--- src/rtl/pipe_stage_reg_pkg.sv ---
// Shared definitions for pipeline-stage registers: payload field widths,
// the NOP payload, and the stage occupancy state encoding.
package pipe_stage_reg_pkg;

    localparam int ALU_OP_BUS_W   = 8;
    localparam int ALU_SEL_BUS_W  = 3;
    localparam int REG_BUS_W      = 32;
    localparam int REG_ADDR_BUS_W = 5;

    localparam int PAYLOAD_W_DEF = ALU_OP_BUS_W + ALU_SEL_BUS_W + 2 * REG_BUS_W
                                 + REG_ADDR_BUS_W + 1;

    localparam logic [ALU_OP_BUS_W-1:0]   EXE_NOP_OP    = 8'h00;
    localparam logic [ALU_SEL_BUS_W-1:0]  EXE_RES_NOP   = 3'b000;
    localparam logic [REG_BUS_W-1:0]      ZERO_WORD     = 32'h0000_0000;
    localparam logic [REG_ADDR_BUS_W-1:0] NOP_REG_ADDR  = 5'b00000;
    localparam logic                      WRITE_DISABLE = 1'b0;

    // Field order matches the instantiating stage's packing: aluop first (MSBs), wreg last.
    localparam logic [PAYLOAD_W_DEF-1:0] NOP_PAYLOAD_DEF =
        {EXE_NOP_OP, EXE_RES_NOP, ZERO_WORD, ZERO_WORD, NOP_REG_ADDR, WRITE_DISABLE};

    typedef enum logic [1:0] {
        ST_EMPTY = 2'd0,
        ST_FULL  = 2'd1,
        ST_SKID  = 2'd2
    } stage_state_t;

endpackage

--- src/rtl/pipe_stage_reg_sat_counter.sv ---
// Saturating up-counter with asynchronous active-low reset.
module sat_counter #(
    parameter int CNT_W = 16
) (
    input  logic             clk,
    input  logic             rst,
    input  logic             inc,
    output logic [CNT_W-1:0] count
);

    always_ff @(posedge clk or negedge rst) begin
        if (!rst) begin
            count <= '0;
        end else if (inc && (count != {CNT_W{1'b1}})) begin
            count <= count + 1'b1;
        end
    end

endmodule

--- src/rtl/pipe_stage_reg.sv ---
// Valid/ready pipeline-stage register with a 2-entry skid buffer, synchronous
// flush to a NOP bubble, and a saturating backpressure counter.
//
// state    | meaning
// ---------+-----------------------------------------------
// ST_EMPTY | no entry; out_valid=0, in_ready=1
// ST_FULL  | main holds one entry, skid empty
// ST_SKID  | main and skid both hold entries; in_ready=0
module pipe_stage_reg
    import pipe_stage_reg_pkg::*;
#(
    parameter int                   PAYLOAD_W   = PAYLOAD_W_DEF,
    parameter logic [PAYLOAD_W-1:0] NOP_PAYLOAD = PAYLOAD_W'(NOP_PAYLOAD_DEF),
    parameter int                   CNT_W       = 16
) (
    input  logic                 clk,
    input  logic                 rst,
    input  logic                 flush,
    input  logic                 in_valid,
    output logic                 in_ready,
    input  logic [PAYLOAD_W-1:0] in_data,
    output logic                 out_valid,
    input  logic                 out_ready,
    output logic [PAYLOAD_W-1:0] out_data,
    output logic [CNT_W-1:0]     stall_cnt
);

    stage_state_t          state_q, state_d;
    logic [PAYLOAD_W-1:0]  main_q, main_d;
    logic [PAYLOAD_W-1:0]  skid_q, skid_d;

    always_ff @(posedge clk or negedge rst) begin
        if (!rst) begin
            state_q <= ST_EMPTY;
            main_q  <= NOP_PAYLOAD;
            skid_q  <= NOP_PAYLOAD;
        end else begin
            state_q <= state_d;
            main_q  <= main_d;
            skid_q  <= skid_d;
        end
    end

    always_comb begin
        state_d = state_q;
        main_d  = main_q;
        skid_d  = skid_q;
        if (flush) begin
            state_d = ST_EMPTY;
            main_d  = NOP_PAYLOAD;
            skid_d  = NOP_PAYLOAD;
        end else begin
            case (state_q)
                ST_EMPTY: begin
                    if (in_valid) begin
                        state_d = ST_FULL;
                        main_d  = in_data;
                    end
                end
                ST_FULL: begin
                    if (in_valid && out_ready) begin
                        main_d = in_data;
                    end else if (in_valid) begin
                        state_d = ST_SKID;
                        skid_d  = in_data;
                    end else if (out_ready) begin
                        state_d = ST_EMPTY;
                        main_d  = NOP_PAYLOAD;
                    end
                end
                ST_SKID: begin
                    // in_ready is low here, so in_data is not looked at.
                    if (out_ready) begin
                        state_d = ST_FULL;
                        main_d  = skid_q;
                        skid_d  = NOP_PAYLOAD;
                    end
                end
                default: begin
                    state_d = ST_EMPTY;
                    main_d  = NOP_PAYLOAD;
                    skid_d  = NOP_PAYLOAD;
                end
            endcase
        end
    end

    always_comb begin
        in_ready  = (state_q != ST_SKID);
        out_valid = (state_q != ST_EMPTY);
    end

    assign out_data = main_q;

    sat_counter #(
        .CNT_W (CNT_W)
    ) u_stall_cnt (
        .clk   (clk),
        .rst   (rst),
        .inc   (out_valid & ~out_ready),
        .count (stall_cnt)
    );

endmodule
--- config.mk ---
export PLATFORM = sky130hd
export DESIGN_NAME = pipe_stage_reg
export DESIGN_NICKNAME = d
export VERILOG_FILES = /design/src/rtl/pipe_stage_reg_pkg.sv /design/src/rtl/pipe_stage_reg_sat_counter.sv /design/src/rtl/pipe_stage_reg.sv
export SDC_FILE = /design/constraint.sdc
export NUM_CORES = 1
export LEC_CHECK = 0
export BUFFER_PORTS_ARGS = -buffer_cell sky130_fd_sc_hd__clkbuf_2
export CAP_MARGIN = 20
export CORE_MARGIN = 10
export CORE_UTILIZATION = 49
export DETAILED_ROUTE_END_ITERATION = 10
export GPL_TIMING_DRIVEN = 1
export PLACE_DENSITY = 0.83
export SYNTH_ARGS = -nofsm -noshare
export SYNTH_HDL_FRONTEND = slang
export SYNTH_SLANG_ARGS = --single-unit
--- constraint.sdc ---
create_clock -name clk -period 1.6 [get_ports clk]
set_input_delay 0.16 -clock clk [delete_from_list [all_inputs] [get_ports clk]]
set_output_delay 0.16 -clock clk [all_outputs]
set_load 0.01 [all_outputs]
Word-level counts from Yosys, hierarchy flattened
Index checks and enable logic that the tools add are counted.
{"block": "word_totals", "reg_bits": 180, "inputBits": 86, "out_inout_bits": 99, "word_cells": 43}
{"block": "classes", "addsub": 1, "eq_ne": 12, "mux": 17, "bitwise": 2, "reduce_logical": 7}
{"op": "2-to-1 mux 81 bit", "n": 8}
{"op": "case mux 81 bit (3 select lines)", "n": 2}
{"op": "adder 16 x 1 -> 16 bit (second input constant)", "n": 1}
{"op": "!= test 16 bit (second input constant)", "n": 1}
{"op": "2-to-1 mux 2 bit", "n": 6}
{"op": "!= test 3 bit (second input constant)", "n": 4}
{"op": "!= test 4 bit (second input constant)", "n": 3}
{"op": "AND reduction 4 bit", "n": 3}
{"op": "case mux 2 bit (3 select lines)", "n": 1}
{"op": "!= test 2 bit (second input constant)", "n": 2}
{"op": "equality test 2 x 1 -> 1 bit (second input constant)", "n": 1}
{"op": "equality test 2 bit (second input constant)", "n": 1}
{"op": "logical AND 1 bit", "n": 2}
{"op": "logical NOT 2 bit", "n": 1}
{"op": "nonzero test 2 bit", "n": 1}
{"op": "AND 1 bit", "n": 1}
{"op": "NOT 1 bit", "n": 1}

Depth between registers and ports, before layout
{"block": "depth", "depth_word": 5, "mapped_depth": 7, "depth_no_buf": 5}

Hierarchy
A second synthesis with hierarchy kept.
{"block": "hier_totals", "hier_cells": 804, "hier_area_um2": 8240.4}
{"mod": "pipe_stage_reg", "n_inst": 1, "cells_each": 727, "area_each_um2": 7355.8, "seq_area_each_um2": 4103.9}
{"mod": "sat_counter", "n_inst": 1, "cells_each": 77, "area_each_um2": 884.6, "seq_area_each_um2": 400.4}

Least setup slack after synthesis
OpenSTA, ideal clock, no wires.
{"block": "synth_path", "path_type": "reg-to-reg", "startpoint": "register u_stall_cnt.count[0]", "endpoint": "register u_stall_cnt.count[15]", "setup_ns": 0.079, "arrival_ns": 1.581, "required_time_ns": 1.521, "path_slack_ns": -0.061, "stages_incl_launch_ff": 7, "n_path_buf": 1, "period_less_slack_ns": 1.661, "path_cell_list": "dfrtp_1 -> ha_1 -> and4_4 -> and4bb_4 -> buf_6 -> nor4_2 -> xor2_1"}
{"block": "synth_between", "elab_chain_cells": 2, "elab_cells_between_ends": 3, "classes_between": "add/sub: 1; eq/ne: 1; reduce/logical: 1"}
{"element": "start, declared", "line": "pipe_stage_reg_sat_counter.sv:8", "source": "output logic [CNT_W-1:0] count"}
{"element": "start signal, assigned", "line": "pipe_stage_reg_sat_counter.sv:15", "source": "count <= count + 1'b1;"}
{"element": "parallel branches: the longest is 2 deep, another holds adder 16 x 1 -> 16 bit"}
Parallel ways; which one is timed is not known.
A chain may end at the register's enable or synchronous reset.

Worst setup path in the final report
{"block": "layout_path", "startpoint": "register state_q[1]", "endpoint": "register main_q[8], in the netlist out_data[8]"}
{"block": "layout_between", "elab_chain_cells": 3, "elab_cells_between_ends": 10, "classes_between": "eq/ne: 6; mux: 2; reduce/logical: 2"}
{"element": "start, declared", "line": "pipe_stage_reg.sv:28", "source": "stage_state_t state_q, state_d;"}
{"element": "start signal, assigned", "line": "pipe_stage_reg.sv:38", "source": "state_q <= state_d;"}
{"element": "equality test 2 x 1 -> 1 bit, or another cell as far along", "line": "pipe_stage_reg.sv:53", "source": "case (state_q)"}
{"element": "!= test 4 bit (no source line), or another cell as far along"}
{"element": "AND reduction 4 bit (no source line) or 2-to-1 mux 81 bit (tied branches)"}
{"element": "end signal, assigned", "line": "pipe_stage_reg.sv:39", "source": "main_q <= main_d;"}
{"element": "end, declared", "line": "pipe_stage_reg.sv:29", "source": "logic [PAYLOAD_W-1:0] main_q, main_d;"}
Parallel ways exist; a longest one is shown, timed or not.

==> impl_metrics.toml <==
[pwr]
pwr_density_cell_nw_per_um2 = 944
leakagePower_nw = 5.88
ir_drop_mv = 0.754
power_mw = 11.8

[placement]
place.gp.congestion = 0.851
io_buffers = 184
placed_area_um2 = 9650
dp.cells = 1104
place_hpwl_mm = 14.9
pre_cts_ws_ns = -0.0328

[die]
initial_utilization = 0.497
pin_count = 185
die_y_um = 149
rows = 47
fp.dieW_um = 149
coreArea_um2 = 16500
die-area_um2 = 22300

[clock_network]
cts_buffers = 17
cts_tree = "done"
clk_pin_slew_ns = 0.07
max-clock-path-buffers = 2
h-tree-depth = 4
cts_root_buf = "clkbuf_16"
clock_sinks = 180
clock_latency_ns = 0.43

[cells_and_area]
fin_area_um2 = 12500
fin_nets = 1110
n_antenna_cell = 0
layout.cells.non_filler = 1256
area_growth_pct = 52.5
drive_gt1_frac = 0.395
final_util = 0.757
fill_cells = 933

[sta]
clock_skew_ns = 0.00864
drv_slew = 0
final_hold_viol_count = 0
rsz0062_at_grt = "yes"
setup_viol = 73
tightest_slew_ns = 0.462
fin_crit_sh = 1.05
fmax_mhz = 597
maxSlewHeadroom = 0.692
tns_ns = -1.96
fin_crit_ns = 1.68
hold_slack_ns = 0.0167
worst_slack_ns = -0.0756

[setup_path]
cp.required_ns = 1.90
crit_fanout = 8
critical_path_buf_inv_count = 3
end_kind = "register"
arrival_ns = 1.98
critPathLaunchType = "register"
crit_type = "reg -> reg"
cpMaxStageDelayCell = "dfrtp_2"
path_delay_family = "buffers and inverters"
crit_chain = "buf_6 -> mux2i_4 -> mux2i_2 -> nor2_4 -> buf_12 -> clkbuf_16 -> o2bb2ai_2"
max_stage_delay_ns = 0.42

[route]
wl_mm = 29.4
num_vias = 7278
ant_nets = 0
dr.pass1.iters = 5
first_iter_violations = 474
drc = 0
routedWlPerCell_um = 23.4
via_per_inst = 5.79

[synth]
synthDistinctLibCells = 35
ys_ff_latch = 180
ys_seq_area_frac = 0.549
synth_top_area_cell = "dfrtp_1"
syn-num-nets = 803
synth.yosys.warnings = 0
synth_top_area_frac = 0.549
synth_area_um2 = 8210
yosys-top-cells-area = "dfrtp_1 55%, mux2i_1 10%, o2bb2ai_1 8.8%"
synthCells = 716
avgSynthCellArea_um2 = 11.5

[grt]
overflow = 0
grt.busiest_layer = "met2"
grt_use_met2 = 0.364
grt_first_pass_wirelength_mm = 38.8
use_met1 = 0.259
grt_usage = 0.216
antenna_found_initial = 0
grt_max_degree = 55
met3_usage = 0.0522
grt_pass1_vias = 7291

[job]
drv_cap = 0

[worst_hold_path]
hold_class = "in -> reg"

[run_status]
violations = "negative setup slack"
status = "finished, violations left"
==> placed cells by master (no fill, tap or decap), types with 5 or more instances in the layout <==
cell type and count:
a22oi_1 66, a22oi_2 15, buf_12 28, buf_4 32, buf_6 9, clkbuf_16 28, clkbuf_2 181, clkinvlp_4 5
dfrtp_1 179, dlygate4sd3_1 80, inv_1 81, mux2i_1 81, nand2_1 89, nor2_1 5, o2bb2ai_1 11, o2bb2ai_2 51
o2bb2ai_4 20, xor2_1 14
==> worst min-delay path, stage by stage <==
cell and delay [ns]:
clkbuf_2 0.11, nand2_1 0.06, mux2i_1 0.06
==> sequential cells by signal (all words and copies together) (netlist names) <==
name	count
out_data	81
skid_q	81
u_stall_cnt.count	16
state_q	2
==> final cells by class <==
type	instances	area, um2	area share
sequential	180	4510	0.360
multi-input combinational	397	3870	0.309
timing repair buffer	345	2980	0.238
clock buffer	22	474	0.0379
inverter	82	310	0.0248
tap	220	275	0.0220
clock inverter	10	98.8	0.00790
==> kinds of logic (layout without fill, tap and decap cells) <==
logic type	Yosys count	in the layout	share of synthesized area
buf+inv	139	459	0.0881
flops	180	180	0.549
mux	84	84	0.103
fa+ha+maj	1	1	0.00152
xor+xnor	16	16	0.0171
simple gates	127	127	0.0741
compound gates	169	169	0.168
==> synth_stat cells <==
| master | n |
|---|---|
| dfrtp_1 | 180 |
| nand2_1 | 89 |
| mux2i_1 | 83 |
| inv_1 | 82 |
| o2bb2ai_1 | 82 |
| a22oi_1 | 81 |
| buf_2 | 26 |
| buf_6 | 17 |
| xor2_1 | 14 |
| buf_4 | 11 |
| nor3_1 | 6 |
| nor2_1 | 5 |
| nor2b_1 | 5 |
| nand4_1 | 4 |
| nor4_2 | 4 |
| clkbuf_1 | 3 |
| and3_1 | 2 |
| nand2b_1 | 2 |
| nor2_4 | 2 |
| nor3b_1 | 2 |
| xnor2_1 | 2 |
| a21oi_1 | 1 |
| a21oi_2 | 1 |
| a2bb2oi_1 | 1 |
| and2_1 | 1 |
| and3_4 | 1 |
| and4_4 | 1 |
| and4bb_4 | 1 |
| ha_1 | 1 |
| mux2_2 | 1 |
| nand3_1 | 1 |
| o2111ai_1 | 1 |
| o21ba_2 | 1 |
| o22a_1 | 1 |
| or2_2 | 1 |
==> timing repair <==
item	in CTS	in global routing
gates resized for setup	5	139
endpoints found under the hold margin	120	0
hold buffers	80	0
cloned	2	17
pin swaps	6	21
endpoints found under the setup margin	12	158
setup buffers	4	18
==> power by group <==
group / leakage, nW / switching [mW] / internal, mW / total (mW)
clock network: 0.265 / 1.86 / 2.28 / 4.14
logic: 3.17 / 1.32 / 1.21 / 2.54
registers: 2.45 / 0.281 / 4.86 / 5.14
==> metal layers <==
layer	up-vias	routed length (um)
met2	369	15100
met5	-	0
li1	3142	-
met1	3691	11200
met3	76	2040
met4	0	945
==> final timing paths <==
kind                               from                     to  slack, ns  cells past startpoint
min in group asynchronous           rst  u_stall_cnt.count[14]       0.30                      2
setup reg to reg             state_q[1]            out_data[8]      -0.08                      7
max in group asynchronous           rst           out_data[15]       0.65                      3
hold reg to reg            out_data[26]           out_data[26]       0.49                      1
setup / recovery             state_q[1]            out_data[8]      -0.08                      7
hold / removal              in_data[36]             skid_q[36]       0.02                      3
Power figures use the tool's default switching activity.
